`src/rtl/exec_pkg.sv`:
```
// Shared encodings for the execute stage: ALU operations, branch compare codes
// and the control state machine states.
package exec_pkg;

  typedef enum logic [3:0] {
    ALU_ADD   = 4'd0,
    ALU_SUB   = 4'd1,
    ALU_AND   = 4'd2,
    ALU_OR    = 4'd3,
    ALU_XOR   = 4'd4,
    ALU_SLL   = 4'd5,
    ALU_SRL   = 4'd6,
    ALU_SRA   = 4'd7,
    ALU_SLT   = 4'd8,
    ALU_SLTU  = 4'd9,
    ALU_PASSB = 4'd10,
    ALU_MUL   = 4'd11
  } alu_op_e;

  typedef enum logic [2:0] {
    BR_EQ  = 3'd0,
    BR_NE  = 3'd1,
    BR_LT  = 3'd2,
    BR_GE  = 3'd3,
    BR_LTU = 3'd4,
    BR_GEU = 3'd5
  } br_cond_e;

  typedef enum logic {
    ST_IDLE = 1'b0,
    ST_MUL  = 1'b1
  } state_e;

endpackage

```
`src/rtl/exec_alu.sv`:
```
// Single-cycle combinational ALU; ALU_MUL and unknown codes yield zero here.
module exec_alu
  import exec_pkg::*;
#(
  parameter int XLEN = 32
) (
  input  logic [3:0]      ctl,
  input  logic [XLEN-1:0] a,
  input  logic [XLEN-1:0] b,
  output logic [XLEN-1:0] y
);

  localparam int SW = $clog2(XLEN);

  logic [SW-1:0] shamt;
  assign shamt = b[SW-1:0];

  always_comb begin
    y = '0;
    case (ctl)
      ALU_ADD:   y = a + b;
      ALU_SUB:   y = a - b;
      ALU_AND:   y = a & b;
      ALU_OR:    y = a | b;
      ALU_XOR:   y = a ^ b;
      ALU_SLL:   y = a << shamt;
      ALU_SRL:   y = a >> shamt;
      ALU_SRA:   y = XLEN'($signed(a) >>> shamt);
      ALU_SLT:   y = {{(XLEN-1){1'b0}}, $signed(a) < $signed(b)};
      ALU_SLTU:  y = {{(XLEN-1){1'b0}}, a < b};
      ALU_PASSB: y = b;
      default:   y = '0;
    endcase
  end

endmodule

```
`src/rtl/exec_mul.sv`:
```
// Iterative shift-add multiplier: one partial product per cycle over XLEN steps,
// keeping only the low XLEN bits of the product.
module exec_mul #(
  parameter int XLEN = 32
) (
  input  logic            clk,
  input  logic            rst,
  input  logic            flush,
  input  logic            start,
  input  logic [XLEN-1:0] a,
  input  logic [XLEN-1:0] b,
  output logic            busy,
  output logic            last,
  output logic [XLEN-1:0] product
);

  localparam int SW = $clog2(XLEN);

  logic [XLEN-1:0] acc_reg, mcand_reg, mplier_reg, acc_next;
  logic [SW-1:0]   cnt_reg;
  logic            busy_reg;

  assign acc_next = acc_reg + (mplier_reg[0] ? mcand_reg : '0);
  assign last     = busy_reg && (cnt_reg == SW'(XLEN-1));
  // The final step's sum is exposed combinationally so the top can capture it
  // on the same edge that retires the last iteration.
  assign product  = acc_next;
  assign busy     = busy_reg;

  always_ff @(posedge clk or posedge rst) begin
    if (rst) begin
      acc_reg    <= '0;
      mcand_reg  <= '0;
      mplier_reg <= '0;
      cnt_reg    <= '0;
      busy_reg   <= 1'b0;
    end else if (flush) begin
      cnt_reg  <= '0;
      busy_reg <= 1'b0;
    end else if (start && !busy_reg) begin
      acc_reg    <= '0;
      mcand_reg  <= a;
      mplier_reg <= b;
      cnt_reg    <= '0;
      busy_reg   <= 1'b1;
    end else if (busy_reg) begin
      acc_reg    <= acc_next;
      mcand_reg  <= {mcand_reg[XLEN-2:0], 1'b0};
      mplier_reg <= {1'b0, mplier_reg[XLEN-1:1]};
      cnt_reg    <= cnt_reg + SW'(1);
      if (last) busy_reg <= 1'b0;
    end
  end

endmodule

```
`src/rtl/exec_unit.sv`:
```
// Pipelined execute stage: ALU, branch resolution and address generation with
// valid/ready handshakes and an optional multi-cycle multiplier.
module exec_unit
  import exec_pkg::*;
#(
  parameter int XLEN   = 32,
  parameter int REGW   = 5,
  parameter int MUL_EN = 1
) (
  input  logic            clk,
  input  logic            rst,
  input  logic            flush,
  input  logic            in_valid,
  output logic            in_ready,
  input  logic [XLEN-1:0] pc,
  input  logic [XLEN-1:0] imm,
  input  logic [XLEN-1:0] reg1_data,
  input  logic [XLEN-1:0] reg2_data,
  input  logic [3:0]      alu_ctl,
  input  logic [2:0]      br_cond,
  input  logic            branch_uc,
  input  logic            branch_c,
  input  logic            branch_relative,
  input  logic            alu_pc,
  input  logic            alu_src,
  input  logic            mem_read_in,
  input  logic            mem_write_in,
  input  logic            reg_write_in,
  input  logic            writef_in,
  input  logic [REGW-1:0] write_reg_in,
  output logic            out_valid,
  input  logic            out_ready,
  output logic            mem_read_out,
  output logic            mem_write_out,
  output logic            reg_write_out,
  output logic            writef_out,
  output logic [REGW-1:0] write_reg_out,
  output logic            branch,
  output logic [XLEN-1:0] branch_addr,
  output logic [XLEN-1:0] mem_addr,
  output logic [XLEN-1:0] mem_write_data,
  output logic [XLEN-1:0] reg_write_data,
  output logic            busy
);

  localparam int BW = 4*XLEN + 4 + 3 + 9 + REGW;

  state_e state_reg, state_next;
  logic   run_reg;
  logic [BW-1:0] in_bundle, hold_reg, cur;

  logic [XLEN-1:0] c_pc, c_imm, c_r1, c_r2;
  logic [3:0]      c_ctl;
  logic [2:0]      c_cond;
  logic            c_buc, c_bc, c_brel, c_apc, c_asrc, c_mr, c_mw, c_rw, c_wf;
  logic [REGW-1:0] c_wreg;

  logic [XLEN-1:0] src1, src2, alu_y, alu_out, mul_product, baddr_w, rwd_w;
  logic            mul_op, accept, mul_start, mul_busy, mul_last, cond, load_out;

  logic            out_valid_reg, branch_reg;
  logic            mem_read_reg, mem_write_reg, reg_write_reg, writef_reg;
  logic [REGW-1:0] write_reg_reg;
  logic [XLEN-1:0] branch_addr_reg, mem_addr_reg, mem_write_data_reg, reg_write_data_reg;

  assign in_bundle = {pc, imm, reg1_data, reg2_data, alu_ctl, br_cond,
                      branch_uc, branch_c, branch_relative, alu_pc, alu_src,
                      mem_read_in, mem_write_in, reg_write_in, writef_in, write_reg_in};

  // A multiply works from its latched fields; everything else from the live inputs.
  assign cur = (state_reg == ST_MUL) ? hold_reg : in_bundle;
  assign {c_pc, c_imm, c_r1, c_r2, c_ctl, c_cond, c_buc, c_bc, c_brel, c_apc, c_asrc,
          c_mr, c_mw, c_rw, c_wf, c_wreg} = cur;

  assign src1      = c_apc  ? c_pc  : c_r1;
  assign src2      = c_asrc ? c_imm : c_r2;
  assign mul_op    = (MUL_EN != 0) && (alu_ctl == ALU_MUL);
  assign in_ready  = run_reg && (state_reg == ST_IDLE) && !flush && (!out_valid_reg || out_ready);
  assign accept    = in_valid && in_ready;
  assign mul_start = (state_reg == ST_MUL) && !mul_busy && !flush;
  assign load_out  = (accept && !mul_op) || mul_last;

  exec_alu #(.XLEN(XLEN)) u_alu (.ctl(c_ctl), .a(src1), .b(src2), .y(alu_y));

  generate
    if (MUL_EN != 0) begin : g_mul
      exec_mul #(.XLEN(XLEN)) u_mul (
        .clk(clk), .rst(rst), .flush(flush), .start(mul_start),
        .a(src1), .b(src2), .busy(mul_busy), .last(mul_last), .product(mul_product)
      );
    end else begin : g_nomul
      assign mul_busy    = 1'b0;
      assign mul_last    = 1'b0;
      assign mul_product = '0;
    end
  endgenerate

  assign alu_out = (state_reg == ST_MUL) ? mul_product : alu_y;

  always_comb begin
    cond = 1'b0;
    case (c_cond)
      BR_EQ:   cond = (c_r1 == c_r2);
      BR_NE:   cond = (c_r1 != c_r2);
      BR_LT:   cond = ($signed(c_r1) <  $signed(c_r2));
      BR_GE:   cond = ($signed(c_r1) >= $signed(c_r2));
      BR_LTU:  cond = (c_r1 <  c_r2);
      BR_GEU:  cond = (c_r1 >= c_r2);
      default: cond = 1'b0;
    endcase
  end

  always_comb begin
    baddr_w = {alu_out[XLEN-1:1], 1'b0};
    if (c_brel && c_buc)  baddr_w = c_pc + alu_out;
    else if (c_brel)      baddr_w = c_pc + c_imm;
  end

  assign rwd_w = c_buc ? (c_pc + XLEN'(4)) : alu_out;

  always_ff @(posedge clk or posedge rst) begin
    if (rst) state_reg <= ST_IDLE;
    else     state_reg <= state_next;
  end

  always_comb begin
    state_next = state_reg;
    if (flush) begin
      state_next = ST_IDLE;
    end else begin
      case (state_reg)
        ST_IDLE: if (accept && mul_op) state_next = ST_MUL;
        ST_MUL:  if (mul_last)         state_next = ST_IDLE;
        default: state_next = ST_IDLE;
      endcase
    end
  end

  always_ff @(posedge clk or posedge rst) begin
    if (rst) begin
      run_reg  <= 1'b0;
      hold_reg <= '0;
    end else begin
      run_reg <= 1'b1;
      if (accept && mul_op) hold_reg <= in_bundle;
    end
  end

  always_ff @(posedge clk or posedge rst) begin
    if (rst) begin
      out_valid_reg      <= 1'b0;
      branch_reg         <= 1'b0;
      branch_addr_reg    <= '0;
      mem_addr_reg       <= '0;
      mem_write_data_reg <= '0;
      reg_write_data_reg <= '0;
      mem_read_reg       <= 1'b0;
      mem_write_reg      <= 1'b0;
      reg_write_reg      <= 1'b0;
      writef_reg         <= 1'b0;
      write_reg_reg      <= '0;
    end else if (flush) begin
      out_valid_reg <= 1'b0;
    end else if (load_out) begin
      out_valid_reg      <= 1'b1;
      branch_reg         <= c_buc || (c_bc && cond);
      branch_addr_reg    <= baddr_w;
      mem_addr_reg       <= alu_out;
      mem_write_data_reg <= c_r2;
      reg_write_data_reg <= rwd_w;
      mem_read_reg       <= c_mr;
      mem_write_reg      <= c_mw;
      reg_write_reg      <= c_rw;
      writef_reg         <= c_wf;
      write_reg_reg      <= c_wreg;
    end else if (out_ready) begin
      out_valid_reg <= 1'b0;
    end
  end

  assign out_valid      = out_valid_reg;
  assign branch         = branch_reg;
  assign branch_addr    = branch_addr_reg;
  assign mem_addr       = mem_addr_reg;
  assign mem_write_data = mem_write_data_reg;
  assign reg_write_data = reg_write_data_reg;
  assign mem_read_out   = mem_read_reg;
  assign mem_write_out  = mem_write_reg;
  assign reg_write_out  = reg_write_reg;
  assign writef_out     = writef_reg;
  assign write_reg_out  = write_reg_reg;
  assign busy           = mul_busy;

endmodule

```
`config.mk`:
```
export PLATFORM = sky130hd
export DESIGN_NAME = exec_unit
export DESIGN_NICKNAME = d
export VERILOG_FILES = /design/src/rtl/exec_pkg.sv /design/src/rtl/exec_alu.sv /design/src/rtl/exec_mul.sv /design/src/rtl/exec_unit.sv
export SDC_FILE = /design/constraint.sdc
export NUM_CORES = 2
export LEC_CHECK = 0
export ABC_AREA = 1
export ABC_CLOCK_PERIOD_IN_PS = 32000
export CAP_MARGIN = 25
export CORE_UTILIZATION = 50
export CTS_CLUSTER_DIAMETER = 30
export DETAILED_ROUTE_END_ITERATION = 12
export PLACE_DENSITY_LB_ADDON = 0.05
export SETUP_SLACK_MARGIN = 0.4
export SKIP_CTS_REPAIR_TIMING = 1
export SYNTH_ARGS = -nofsm -noshare
export SYNTH_HDL_FRONTEND = slang
export SYNTH_SLANG_ARGS = --single-unit
```
`constraint.sdc`:
```
create_clock -name clk -period 32 [get_ports clk]
set_clock_uncertainty 0.1 [all_clocks]
set_input_delay 6.4 -clock clk [delete_from_list [all_inputs] [get_ports clk]]
set_output_delay 6.4 -clock clk [all_outputs]
set_load 0.005 [all_outputs]
```
* Yosys cells after proc, flatten, opt, wreduce, memory -nomap -nowiden
Index checks and enable logic that the tools add are counted.
Cells by class: add/subtract/negate cells 7, order comparisons 6, equal/unequal tests 19, shift operators 3, muxes and demuxes 29, bitwise logic cells 5, reduce and logical (&&, ||, !) cells 26
Operator list (number):
- 32-bit 2-to-1 mux | 13
- 32-bit one-hot mux with 11 select lines | 1
- 149-bit 2-to-1 mux | 1
- 32-bit adder | 4
- 32-bit < comparator | 4
- 32-bit greater-or-equal comparator | 2
- 32-bit by 3-bit adder with 32-bit output, second input constant | 1
- 32-bit bitwise AND | 1
- 32-bit equality test | 1
- 32-bit != test | 1
- 32-bit bitwise OR | 1
- 32-bit by 5-bit << shifter with 32-bit output | 1
- 32-bit by 5-bit >> shifter with 32-bit output | 1
- 32-bit by 5-bit >>> shifter with 32-bit output | 1
- 32-bit subtractor | 1
- 32-bit XOR | 1
- 4-bit by 3-bit equality test with 1-bit output, second input constant | 4
- 4-bit equality test, second input constant | 4
- 5-bit 2-to-1 mux | 3
- 1-bit logical AND | 12
- 1-bit 2-to-1 mux | 9
- 4-bit by 2-bit equality test with 1-bit output, second input constant | 2
- 3-bit by 2-bit equality test with 1-bit output, second input constant | 2
- 3-bit equality test, second input constant | 2
- other kinds (14) | 22
Word-level totals: register bits 392, input port bits 154, output and inout bits 141, word-level logic and storage cells 114

* Depth between registers and ports, before layout
depth in word-level cells 9, depth in mapped cells 46, gate-level depth less buffers 42

* Cells and area by module
From an unflattened synthesis, not the netlist that was laid out.
Unflattened totals: cell total of the unflattened synthesis 6026, area, all modules 37232.0 um2
By module, submodules not included:
- exec_unit | times used 1, cells an instance 2854, area an instance 19905.3 um2, sequential area each 7257.0 um2
- exec_alu | times used 1, cells an instance 2100, area an instance 10262.3 um2, sequential area each 0.0 um2
- exec_mul | times used 1, cells an instance 1072, area an instance 7064.3 um2, sequential area each 2552.4 um2

* Worst setup path before layout
No wires, ideal clock.
path kind in2out, start point in flush, end point out in_ready, arrival time 6758 ps, data required time 25500 ps, path slack 18742 ps, cell stages on the path 3, buffers on the path 0, cell sequence nor2_2 -> nand2_1 -> nor2_1
Between the ends: word-level cells in the longest chain between the ends 3
RTL lines:
- start: declaration | RTL line exec_unit.sv:12 | input logic flush,
- 1-bit logical NOT | RTL line exec_unit.sv:78 | assign in_ready = run_reg && (state_reg == ST_IDLE) && !flush && (!out_valid_reg || out_ready);
- 1-bit logical AND (2 in a row) | RTL line exec_unit.sv:78
- end: declaration | RTL line exec_unit.sv:14 | output logic in_ready,
No other way between the ends.

* Final worst setup path
Same ends and word-level chain as after synthesis.

==> out/results.tsv <==
stage	metric	value	unit
yosys	ys_warn_count	0	
grt	gr-total-overflow	0	
setup_path	crit_start	flush	
finish	nNetsFinal	5985	
timing	finalSetupTns	0	ns
floorplanning	core_area	68500	um^2
setup_path	worstSetupEndpoint	in_ready	
timing	max_freq	69.3	MHz
grt	grt_pass1_wl	233000	um
route	ant_nets	0	
timing	timing.hold.ws	0.361	ns
setup_path	startpoint_type	input pin	
floorplanning	rows	96	
finish	drive_gt1_share	6.93	%
route	drc_errors	0	
job	max_cap_violations	0	
route	viasPerCell	6.09	
finish	fin_util	60.4	%
grt	grt_usage	44.6	%
grt	grt_max_degree	247	
setup_path	required	25.50	ns
floorplanning	start_util	50.5	%
yosys	synth-edff-count	0	
finish	layout_commonest_cell	nand2_1	
clock_network	root_buffer	clkbuf_16	
pwr	power.internal	1.59	mW
clock_network	cts_buffers	93	
route	routed_wl	161000	um
setup_path	r2r-end	branch_addr[18]$_DFFE_PP0P_	
setup_path	cp_max_fo	5	
min_path	hp-class	reg -> reg	
setup_path	r2r_slack	23.09	ns
yosys	ys_types	70	
grt	first_global_vias	36711	
timing	rsz0062_at_grt	no	
yosys	synth_nets	5766	
floorplanning	die_x	265	um
setup_path	rr_startpoint	state_reg$_DFF_PP0_	
yosys	netlist.area_leader.share	28.4	%
clock_network	cts_buffer_depth	3	
clock_network	insertion_delay	0.67	ns
clock_network	clk_pin_slew_worst_paths	0.05	ns
route	wl_per_cell	24.5	um
pwr	power_frac_comb	37.0	%
timing	fin_crit_sh	45.1	%
outcome	status	finished clean	
yosys	dominantRegCellSynth	dfrtp_1	
placed_design	placement.io_buffers	294	
route	drt_iter0_markers	5596	
setup_path	ff2ff_path_depth	32	
floorplanning	num_io_pins	295	
pwr	p_clk_share	36.6	%
timing	worst-slew-pin-transition	1.21	ns
timing	slew_headroom	18.7	%
timing	setup_viol	0	
yosys	syn_area_per_cell	6.43	um^2
timing	slew_viol_final	0	
finish	largest_reg_flops	149	
pwr	totalPowerFinal	2.64	mW
clock_network	clkSinkCount	392	
yosys	synth_top_cell_by_area	dfrtp_1	
floorplanning	die_area	70200	um^2
pwr	peakVddDrop	0.0465	mV
clock_network	cts_htree_levels	3	
pwr	p_per_area	63.9	nW/um^2
yosys	syn_inst	5376	
yosys	synth_area	34600	um^2
finish	area_growth_syn_to_layout	19.5	%
pwr	pwr-share-seq	26.5	%
setup_path	crit_path_end_kind	output pin	
grt	grt_antenna_before_repair	7	
floorplanning	die_h	265	um
setup_path	cp.arrival	7.94	ns
placed_design	hpwl	122000	um
yosys	async_reset_ff_share	100	%
pwr	power_leakage	20.3	nW
timing	layout_min_cycle_time	14.44	ns
pwr	switching_share	39.9	%
finish	fill_cells	6559	
route	vias	39941	
yosys	synth_area_leaders	dfrtp_1 28%, nand2_1 18%, ha_1 8.4%, o21ai_0 7.0%, a21oi_1 6.3%	
yosys	yosysSeqAreaShare	28.4	%
yosys	ys_ff_latch	392	
placed_design	gp_congestion	1.06	
timing	hold_viol_final	0	
route	dr.pass1.iters	7	
clock_network	cts_tree	built	
finish	layout_common_cells	1682 x nand2_1, 530 x inv_1, 484 x o21ai_0	
pwr	net-switching-power	1.05	mW
setup_path	worstSetupPathType	in -> out	
-- final cells by class --
type	instances	area, um^2	share of cell area, %
multi-input cells	4180	21600	52.1
flip-flops and latches	392	9810	23.7
diodes	4	10.0	0.0242
well taps	882	1100	2.67
clock buffers	116	2530	6.13
repair buffers	371	3560	8.60
clock inverters	55	669	1.62
inverters	557	2100	5.09
-- cell usage after synthesis, types with 13 or more instances --
library cell / count
dfrtp_1: 392
a31oi_1: 40
a32o_1: 14
o211ai_1: 31
nand2_1: 1684
a21oi_1: 436
o21ai_0: 485
inv_1: 532
a221oi_1: 13
nor4_1: 22
o21bai_1: 14
xnor2_1: 19
a21o_1: 13
nor3_1: 39
nand3_1: 336
buf_6: 15
xor2_1: 33
or2_2: 51
inv_2: 22
nand2_2: 13
ha_1: 231
nor2_1: 376
clkbuf_1: 122
buf_2: 88
o22ai_1: 28
o21ai_1: 93
nand4_1: 55
o21ai_2: 27
-- layer usage --
layer	track usage, %	vias up	part of all wire, %
met1	58.4	18682	40
li1	-	18256	-
met2	66.4	2471	42
met5	0	-	0.017
met3	10.5	528	11
met4	27.7	4	7.0
-- power by group through the flow --
stage          logic [mW]  clock network, mW  registers [mW]
5_1_grt              1.06              0.994           0.709
3_3_place_gp        0.929                  0           0.699
4_1_cts             0.947              0.968           0.696
3_5_place_dp        0.939                  0           0.701
2_1_floorplan       0.571                  0           0.679
6_report            0.977              0.966           0.699
-- critical path, stage by stage --
cell,delay (ns)
clkdlybuf4s50_1,0.46
nor2_2,0.19
nand2_1,0.08
nor2_1,0.25
clkdlybuf4s50_1,0.56
-- logic make-up (layout without fill, tap and decap cells) --
logic type	Yosys count	after routing	share of synthesized area, %
adder cells (fa/ha/maj)	236	236	8.65
AND/OR/NAND/NOR	2613	2613	31.3
other	1	5	0.0108
flip-flops	392	392	28.4
multiplexers	1	1	0.0289
XOR/XNOR	52	52	1.32
buffers and inverters	804	1099	9.59
AO/OA/AOI/OAI	1277	1277	20.7
-- worst min-delay path by stage --
stage,from,end,slack (ns),cells past startpoint
after floorplan,hold_reg[18]$_DFFE_PP0P_,hold_reg[18]$_DFFE_PP0P_,0.32,2
after global placement,hold_reg[18]$_DFFE_PP0P_,hold_reg[18]$_DFFE_PP0P_,0.33,2
after detailed placement,hold_reg[18]$_DFFE_PP0P_,hold_reg[18]$_DFFE_PP0P_,0.35,2
after CTS,hold_reg[20]$_DFFE_PP0P_,hold_reg[20]$_DFFE_PP0P_,0.37,1
after global routing,hold_reg[17]$_DFFE_PP0P_,hold_reg[17]$_DFFE_PP0P_,0.39,1
final,hold_reg[18]$_DFFE_PP0P_,hold_reg[18]$_DFFE_PP0P_,0.36,2
-- metrics by stage --
stage / setup slack, ns / cell area (um^2) / instances
final: 17.56 / 41300 / 6557
after global routing: 17.47 / 41300 / 6555
after CTS: 17.55 / 41300 / 6546
after detailed placement: 17.55 / 38100 / 6375
after global placement: 17.56 / 38000 / 6371
after floorplan: 14.60 / 34600 / 5376
Power figures use the tool's default switching activity.
